[config.mk]
export PLATFORM = sky130hd
export DESIGN_NAME = mc_ctl
export DESIGN_NICKNAME = d
export VERILOG_FILES = /design/src/rtl/mc_ctl.sv
export SDC_FILE = /design/constraint.sdc
export NUM_CORES = 1
export LEC_CHECK = 0
export CORE_MARGIN = 2
export CORE_UTILIZATION = 35
export DETAILED_ROUTE_END_ITERATION = 10
export PLACE_DENSITY = 0.6
export SETUP_SLACK_MARGIN = 0.3
export SYNTH_ARGS = -nofsm -noshare
export SYNTH_HDL_FRONTEND = slang
export SYNTH_SLANG_ARGS = --single-unit
[constraint.sdc]
create_clock -name clk -period 5.2 [get_ports clk]
set_input_delay 0.52 -clock clk [delete_from_list [all_inputs] [get_ports clk]]
set_output_delay 0.52 -clock clk [all_outputs]
set_load 0.01 [all_outputs]
[src/rtl/mc_ctl.sv]
// Multi-cycle RV32I control unit: sequences FETCH/DECODE/EXEC/MEM/WB with
// variable-latency memory handshakes, registered decode fields and trap handling.
module mc_ctl #(
  parameter int MEM_TIMEOUT = 16,
  parameter int COUNTER_W   = 32
) (
  input  logic                 clk,
  input  logic                 rst_n,
  input  logic [31:0]          instr,
  input  logic                 imem_ready,
  input  logic                 dmem_ready,
  input  logic                 branch_taken,
  output logic                 imem_req,
  output logic                 ir_write,
  output logic                 dmem_req,
  output logic                 dmem_we,
  output logic                 pc_write,
  output logic                 pc_sel,
  output logic                 reg_write,
  output logic [5:0]           i_format,
  output logic [2:0]           bj_type,
  output logic [1:0]           U_sel,
  output logic [5:0]           alu_op,
  output logic                 alu_src,
  output logic                 mem_to_reg,
  output logic                 retire,
  output logic [COUNTER_W-1:0] instret,
  output logic                 trap,
  output logic [1:0]           trap_cause,
  output logic [2:0]           state
);

  typedef enum logic [2:0] {
    S_FETCH  = 3'd0,
    S_DECODE = 3'd1,
    S_EXEC   = 3'd2,
    S_MEM    = 3'd3,
    S_WB     = 3'd4,
    S_TRAP   = 3'd7
  } state_t;

  localparam logic [6:0] OP_R      = 7'b0110011;
  localparam logic [6:0] OP_IMM    = 7'b0010011;
  localparam logic [6:0] OP_LOAD   = 7'b0000011;
  localparam logic [6:0] OP_STORE  = 7'b0100011;
  localparam logic [6:0] OP_BRANCH = 7'b1100011;
  localparam logic [6:0] OP_JAL    = 7'b1101111;
  localparam logic [6:0] OP_JALR   = 7'b1100111;
  localparam logic [6:0] OP_LUI    = 7'b0110111;
  localparam logic [6:0] OP_AUIPC  = 7'b0010111;

  localparam logic [5:0] FMT_R = 6'b000001;
  localparam logic [5:0] FMT_I = 6'b000010;
  localparam logic [5:0] FMT_S = 6'b000100;
  localparam logic [5:0] FMT_B = 6'b001000;
  localparam logic [5:0] FMT_U = 6'b010000;
  localparam logic [5:0] FMT_J = 6'b100000;

  localparam int TW = (MEM_TIMEOUT > 1) ? $clog2(MEM_TIMEOUT) : 1;

  state_t                 state_reg, state_next;
  logic [6:0]             op_reg;
  logic [2:0]             f3_reg;
  logic [5:0]             i_format_reg, alu_op_reg;
  logic [2:0]             bj_type_reg;
  logic [1:0]             u_sel_reg;
  logic                   alu_src_reg, mem_to_reg_reg;
  logic                   is_load_reg, is_store_reg, is_branch_reg, is_jump_reg;
  logic [COUNTER_W-1:0]   instret_reg;
  logic                   trap_reg;
  logic [1:0]             trap_cause_reg, trap_cause_next;
  logic [TW-1:0]          wait_cnt_reg;

  logic       dec_legal, dec_src, dec_m2r, dec_load, dec_store, dec_branch, dec_jump;
  logic [5:0] dec_fmt;
  logic [2:0] dec_bj;
  logic [1:0] dec_u;

  logic imem_req_c, ir_write_c, dmem_req_c, dmem_we_c;
  logic pc_write_c, pc_sel_c, reg_write_c, retire_c;
  logic timeout_hit;

  // Only opcode and funct3 matter to the controller; the datapath owns the full IR.
  logic unused_instr_bits;
  assign unused_instr_bits = ^{instr[31:15], instr[11:7]};

  always_comb begin
    dec_legal  = 1'b1;
    dec_fmt    = '0;
    dec_bj     = '0;
    dec_u      = '0;
    dec_src    = 1'b0;
    dec_m2r    = 1'b0;
    dec_load   = 1'b0;
    dec_store  = 1'b0;
    dec_branch = 1'b0;
    dec_jump   = 1'b0;
    case (op_reg)
      OP_R:     dec_fmt = FMT_R;
      OP_IMM:   begin dec_fmt = FMT_I; dec_src = 1'b1; end
      OP_LOAD:  begin dec_fmt = FMT_I; dec_src = 1'b1; dec_m2r = 1'b1; dec_load = 1'b1; end
      OP_STORE: begin dec_fmt = FMT_S; dec_src = 1'b1; dec_store = 1'b1; end
      OP_BRANCH: begin
        dec_fmt    = FMT_B;
        dec_branch = 1'b1;
        case (f3_reg)
          3'b000:  dec_bj = 3'd1;
          3'b001:  dec_bj = 3'd2;
          3'b100:  dec_bj = 3'd3;
          3'b101:  dec_bj = 3'd4;
          3'b110:  dec_bj = 3'd5;
          3'b111:  dec_bj = 3'd6;
          default: dec_legal = 1'b0;
        endcase
      end
      OP_JAL:   begin dec_fmt = FMT_J; dec_bj = 3'd1; dec_jump = 1'b1; end
      OP_JALR: begin
        dec_fmt   = FMT_I;
        dec_src   = 1'b1;
        dec_bj    = 3'd2;
        dec_jump  = 1'b1;
        dec_legal = (f3_reg == 3'b000);
      end
      OP_LUI:   begin dec_fmt = FMT_U; dec_u = 2'd1; dec_src = 1'b1; end
      OP_AUIPC: begin dec_fmt = FMT_U; dec_u = 2'd2; dec_src = 1'b1; end
      default:  dec_legal = 1'b0;
    endcase
  end

  // Fires on the last allowed wait cycle; a ready in that same cycle takes priority.
  assign timeout_hit = (MEM_TIMEOUT > 0) && (wait_cnt_reg == TW'(MEM_TIMEOUT - 1));

  always_comb begin
    state_next      = state_reg;
    trap_cause_next = 2'b00;
    imem_req_c      = 1'b0;
    ir_write_c      = 1'b0;
    dmem_req_c      = 1'b0;
    dmem_we_c       = 1'b0;
    pc_write_c      = 1'b0;
    pc_sel_c        = 1'b0;
    reg_write_c     = 1'b0;
    retire_c        = 1'b0;
    case (state_reg)
      S_FETCH: begin
        imem_req_c = 1'b1;
        if (imem_ready) begin
          ir_write_c = 1'b1;
          state_next = S_DECODE;
        end else if (timeout_hit) begin
          state_next      = S_TRAP;
          trap_cause_next = 2'b10;
        end
      end
      S_DECODE: begin
        if (dec_legal) begin
          state_next = S_EXEC;
        end else begin
          state_next      = S_TRAP;
          trap_cause_next = 2'b01;
        end
      end
      S_EXEC: begin
        if (is_load_reg || is_store_reg) begin
          state_next = S_MEM;
        end else if (is_branch_reg) begin
          pc_write_c = 1'b1;
          pc_sel_c   = branch_taken;
          retire_c   = 1'b1;
          state_next = S_FETCH;
        end else begin
          state_next = S_WB;
        end
      end
      S_MEM: begin
        dmem_req_c = 1'b1;
        dmem_we_c  = is_store_reg;
        if (dmem_ready) begin
          if (is_store_reg) begin
            pc_write_c = 1'b1;
            retire_c   = 1'b1;
            state_next = S_FETCH;
          end else begin
            state_next = S_WB;
          end
        end else if (timeout_hit) begin
          state_next      = S_TRAP;
          trap_cause_next = 2'b11;
        end
      end
      S_WB: begin
        reg_write_c = 1'b1;
        pc_write_c  = 1'b1;
        pc_sel_c    = is_jump_reg;
        retire_c    = 1'b1;
        state_next  = S_FETCH;
      end
      S_TRAP:  state_next = S_TRAP;
      default: state_next = S_FETCH;
    endcase
  end

  always_ff @(posedge clk or negedge rst_n) begin
    if (!rst_n) begin
      state_reg      <= S_FETCH;
      op_reg         <= '0;
      f3_reg         <= '0;
      i_format_reg   <= '0;
      alu_op_reg     <= '0;
      bj_type_reg    <= '0;
      u_sel_reg      <= '0;
      alu_src_reg    <= 1'b0;
      mem_to_reg_reg <= 1'b0;
      is_load_reg    <= 1'b0;
      is_store_reg   <= 1'b0;
      is_branch_reg  <= 1'b0;
      is_jump_reg    <= 1'b0;
      instret_reg    <= '0;
      trap_reg       <= 1'b0;
      trap_cause_reg <= 2'b00;
      wait_cnt_reg   <= '0;
    end else begin
      state_reg <= state_next;
      if (ir_write_c) begin
        op_reg <= instr[6:0];
        f3_reg <= instr[14:12];
      end
      if (state_reg == S_DECODE && dec_legal) begin
        i_format_reg   <= dec_fmt;
        alu_op_reg     <= dec_fmt;
        bj_type_reg    <= dec_bj;
        u_sel_reg      <= dec_u;
        alu_src_reg    <= dec_src;
        mem_to_reg_reg <= dec_m2r;
        is_load_reg    <= dec_load;
        is_store_reg   <= dec_store;
        is_branch_reg  <= dec_branch;
        is_jump_reg    <= dec_jump;
      end
      if (state_next == S_TRAP && state_reg != S_TRAP) begin
        trap_reg       <= 1'b1;
        trap_cause_reg <= trap_cause_next;
        alu_op_reg     <= '0;
      end
      if (retire_c) instret_reg <= instret_reg + 1'b1;
      if (state_next != state_reg)
        wait_cnt_reg <= '0;
      else if ((imem_req_c && !imem_ready) || (dmem_req_c && !dmem_ready))
        wait_cnt_reg <= wait_cnt_reg + 1'b1;
    end
  end

  // Strobes are forced low while reset is held so an aborted access drops at once.
  assign imem_req  = rst_n & imem_req_c;
  assign ir_write  = rst_n & ir_write_c;
  assign dmem_req  = rst_n & dmem_req_c;
  assign dmem_we   = rst_n & dmem_we_c;
  assign pc_write  = rst_n & pc_write_c;
  assign pc_sel    = rst_n & pc_sel_c;
  assign reg_write = rst_n & reg_write_c;
  assign retire    = rst_n & retire_c;

  assign i_format   = i_format_reg;
  assign bj_type    = bj_type_reg;
  assign U_sel      = u_sel_reg;
  assign alu_op     = alu_op_reg;
  assign alu_src    = alu_src_reg;
  assign mem_to_reg = mem_to_reg_reg;
  assign instret    = instret_reg;
  assign trap       = trap_reg;
  assign trap_cause = trap_cause_reg;
  assign state      = state_reg;

endmodule

==> flow_summary_export.csv <==
group,metric,value,unit
outcome,outcome,"finished, final reports clean",
worst_setup_path,reg2reg_from,"state[1]",
grt,use_met3,5.36,%
placed_design,placed_cells,515,
power_and_ir_drop,p_per_area,249,mW/mm^2
yosys,fraction_of_registers_with_async_set_or_reset_after_synthesis,100,%
sta,period_needed,2940,ps
worst_setup_path,timing.critical_path.required,4680,ps
clock_tree,cts_hold_repair.buffers,0,
cells_and_area,largest_register_ffs,32,
job,drv_cap,0,
grt,grt.met1_usage,19.4,%
worst_setup_path,r2r-end,"instret[15]",
grt,globalRouteMet2Util,23.4,%
yosys,ys_ff_latch,73,
grt,grt_first_pass_wirelength,13300,microns
clock_tree,postCtsSetupRepairBufs,0,
cells_and_area,final_layout_size_suffix_gt1_share,15.6,%
drt,routed_wl,7770,microns
worst_setup_path,worst-setup-path-type,"input port to output port",
sta,accumulated_negative_setup_slack,0,ps
grt,grt_pass1_vias,2669,
yosys,synth_flop_cell,"sky130_fd_sc_hd__dfrtp_1",
power_and_ir_drop,p_comb_share,3.9,%
cells_and_area,num_antenna_cells,0,
die,floorplan.io_pins,102,
sta,skew,7.89,ps
worst_setup_path,critPathLaunchType,"input port",
yosys,ys_warn_count,0,
power_and_ir_drop,sw_frac_of_total,21.5,%
worst_setup_path,worstSetupEndpointType,"output port",
yosys,post_synth.cell_area_avg,11.2,sq um
sta,max_slew.worst_pin.slew,1110,ps
placed_design,dpl.hpwl,5390,microns
yosys,synth-edff-count,0,
yosys,syn-instance-count,319,
cells_and_area,ff_latch_area,0.00183,sq mm
sta,max-slew-margin-rel,25.9,%
yosys,post_synth_instance_area,0.00358,sq mm
clock_tree,tritoncts_buffer_count,9,
worst_setup_path,crit_fanout,5,
worst_setup_path,worst_r2r_path_depth,5,
sta,hold_viol_final,0,
die,die-width,105,microns
clock_tree,cts_sinks,73,
yosys,post-synth-top-area-fraction,51.0,%
power_and_ir_drop,power_report.internal_total,916,uW
grt,global_route.peak_usage_layer,"met2",
yosys,synthesis.nets,358,
cells_and_area,final_design_area_no_fill,0.00469,sq mm
drt,drtPass1Iterations,4,
power_and_ir_drop,power_frac_seq,49.8,%
die,dieArea,0.0111,sq mm
clock_tree,ctsRootBufferMaster,"sky130_fd_sc_hd__clkbuf_8",
cells_and_area,final_nets,432,
placed_design,dpl-instance-area,0.00445,sq mm
placed_design,finalWeightedCongestion,0.758,
clock_tree,h-tree-depth,3,
yosys,yosys-top-cells-area,"sky130_fd_sc_hd__dfrtp_1, sky130_fd_sc_hd__xnor2_1, sky130_fd_sc_hd__mux2_2",
grt,gr-usage-all-layers,14.9,%
sta,grt_setup_unrepaired,"false",
drt,vias_per_instance,4.98,
power_and_ir_drop,irDropWorstVdd,0.128,mV
cells_and_area,area_growth_syn_to_layout,31.0,%
grt,globalRouteOverflowTotal,0,
yosys,netlist-cell-type-count,56,
grt,antenna_found_initial,0,
worst_setup_path,crit_arrival,2420,ps
power_and_ir_drop,clock_power_share,46.3,%
clock_tree,cts_tree,"done",
clock_tree,worst_skew_pair.late_latency,340,ps
power_and_ir_drop,cellLeakagePower,0.00197,uW
die,die_h,105,microns
cells_and_area,final-instance-count-excl-fill,531,
drt,final_antenna_net_count,0,
sta,max_freq,340,MHz
cells_and_area,layout_common_cells,"sky130_fd_sc_hd__clkdlybuf4s50_1, sky130_fd_sc_hd__dfrtp_1, sky130_fd_sc_hd__nand2_1",
power_and_ir_drop,power_switching,251,uW
sta,setup_viol,0,
sta,hold_ws,289,ps
cells_and_area,multi_input_comb_area,0.00165,sq mm
yosys,post_synthesis_sequential_area_ratio,51.0,%
drt,routed-via-count,2645,
clock_tree,cts-root-to-sink-buffers,2,
grt,grt_max_degree,77,
cells_and_area,final.fill_count,919,
drt,remaining_drc_errors,0,
die,core,0.00986,sq mm
sta,fin_crit_sh,56.5,%
sta,timing.final.max_slew_violations,0,
drt,initialDrtViolationCount,98,
die,rows,36,
worst_hold_path,timing.hold.worst.class,"input port to async pin",
drt,wl_per_cell,14.6,microns
yosys,synth_largest_area_cell,"sky130_fd_sc_hd__dfrtp_1",
placed_design,port_buffers,79,
die,initial_core_util,36.3,%
clock_tree,clk_pin_slew,80,ps
worst_setup_path,r2r_slack,2480,ps
cells_and_area,mostFrequentLayoutCell,"sky130_fd_sc_hd__clkdlybuf4s50_1",
cells_and_area,final_core_util,47.6,%
clock_tree,cts-resized-gates,0,
-- worst max-delay path, cell delays in order --
cell                              delay, ps
sky130_fd_sc_hd__clkdlybuf4s50_1        480
sky130_fd_sc_hd__nor2b_2                200
sky130_fd_sc_hd__a41oi_2                350
sky130_fd_sc_hd__nand2_1                190
sky130_fd_sc_hd__and2_1                 210
sky130_fd_sc_hd__clkdlybuf4s50_1        470
-- layer usage --
layer / vias up / share of wire [%]
li1: 1273 / -
met1: 1296 / 46
met2: 68 / 47
met3: 8 / 6.1
met4: 0 / 0.81
met5: - / 0
-- cells in the mapped netlist (all sizes together) (2+ instances only) --
| cell | count |
|---|---|
| nand2b | 3 |
| mux2i | 2 |
| nand2 | 29 |
| mux2 | 21 |
| inv | 5 |
| nand4b | 2 |
| nor3b | 3 |
| nand4 | 9 |
| or3 | 3 |
| dfrtp | 73 |
| xor2 | 8 |
| nand3 | 18 |
| a21oi | 12 |
| ha | 2 |
| a21o | 2 |
| and2 | 5 |
| nor2 | 15 |
| o21ai | 4 |
| clkbuf | 4 |
| a21bo | 4 |
| or2 | 2 |
| a211oi | 3 |
| nor2b | 6 |
| nor4b | 3 |
| and4 | 4 |
| o211ai | 2 |
| buf | 12 |
| and3 | 9 |
| xnor2 | 27 |
| nor3 | 6 |
| nor4 | 2 |
| nand3b | 5 |
-- power groups by stage --
| stage | Combinational (uW) | Sequential (uW) | Clock, uW |
|---|---|---|---|
| final | 45.5 | 582 | 540 |
| after floorplan | 17.0 | 591 | 0 |
| after CTS | 46.9 | 582 | 555 |
| after detailed placement | 46.7 | 593 | 0 |
| after global placement | 46.2 | 593 | 0 |
| after global routing | 50.7 | 583 | 581 |
-- how the worst max path moves through the flow --
stage                     slack [ps]          end       start
after floorplan                 3180       retire  dmem_ready
after global placement          2090  instret[15]  dmem_ready
after detailed placement        2060  instret[15]  dmem_ready
after CTS                       2250     pc_write  dmem_ready
after global routing            2130     ir_write       rst_n
final                           2260     pc_write  dmem_ready
-- final cells by class --
cell class / count / area share [%]
clock buffers: 9 / 2.64
clock inverters: 7 / 2.51
inverters: 5 / 0.400
multi-input cells: 225 / 35.2
flip-flops and latches: 73 / 38.9
well taps: 133 / 3.54
repair buffers: 79 / 16.8
-- stage by stage --
step                setup WS [ps]  power (uW)
floorplan                    3180         608
global placement             2090         639
detailed placement           2060         640
CTS                          2250        1180
global route                 2130        1220
finish                       2260        1170
-- kinds of logic after synthesis --
group / Yosys count / synth area share, %
simple gates: 129 / 21.6
flops: 73 / 51.0
compound gates: 36 / 7.96
xor+xnor: 35 / 8.55
mux: 23 / 7.16
buf+inv: 21 / 3.11
fa+ha+maj: 2 / 0.698
No activity file was read; power rests on OpenSTA's default activity.
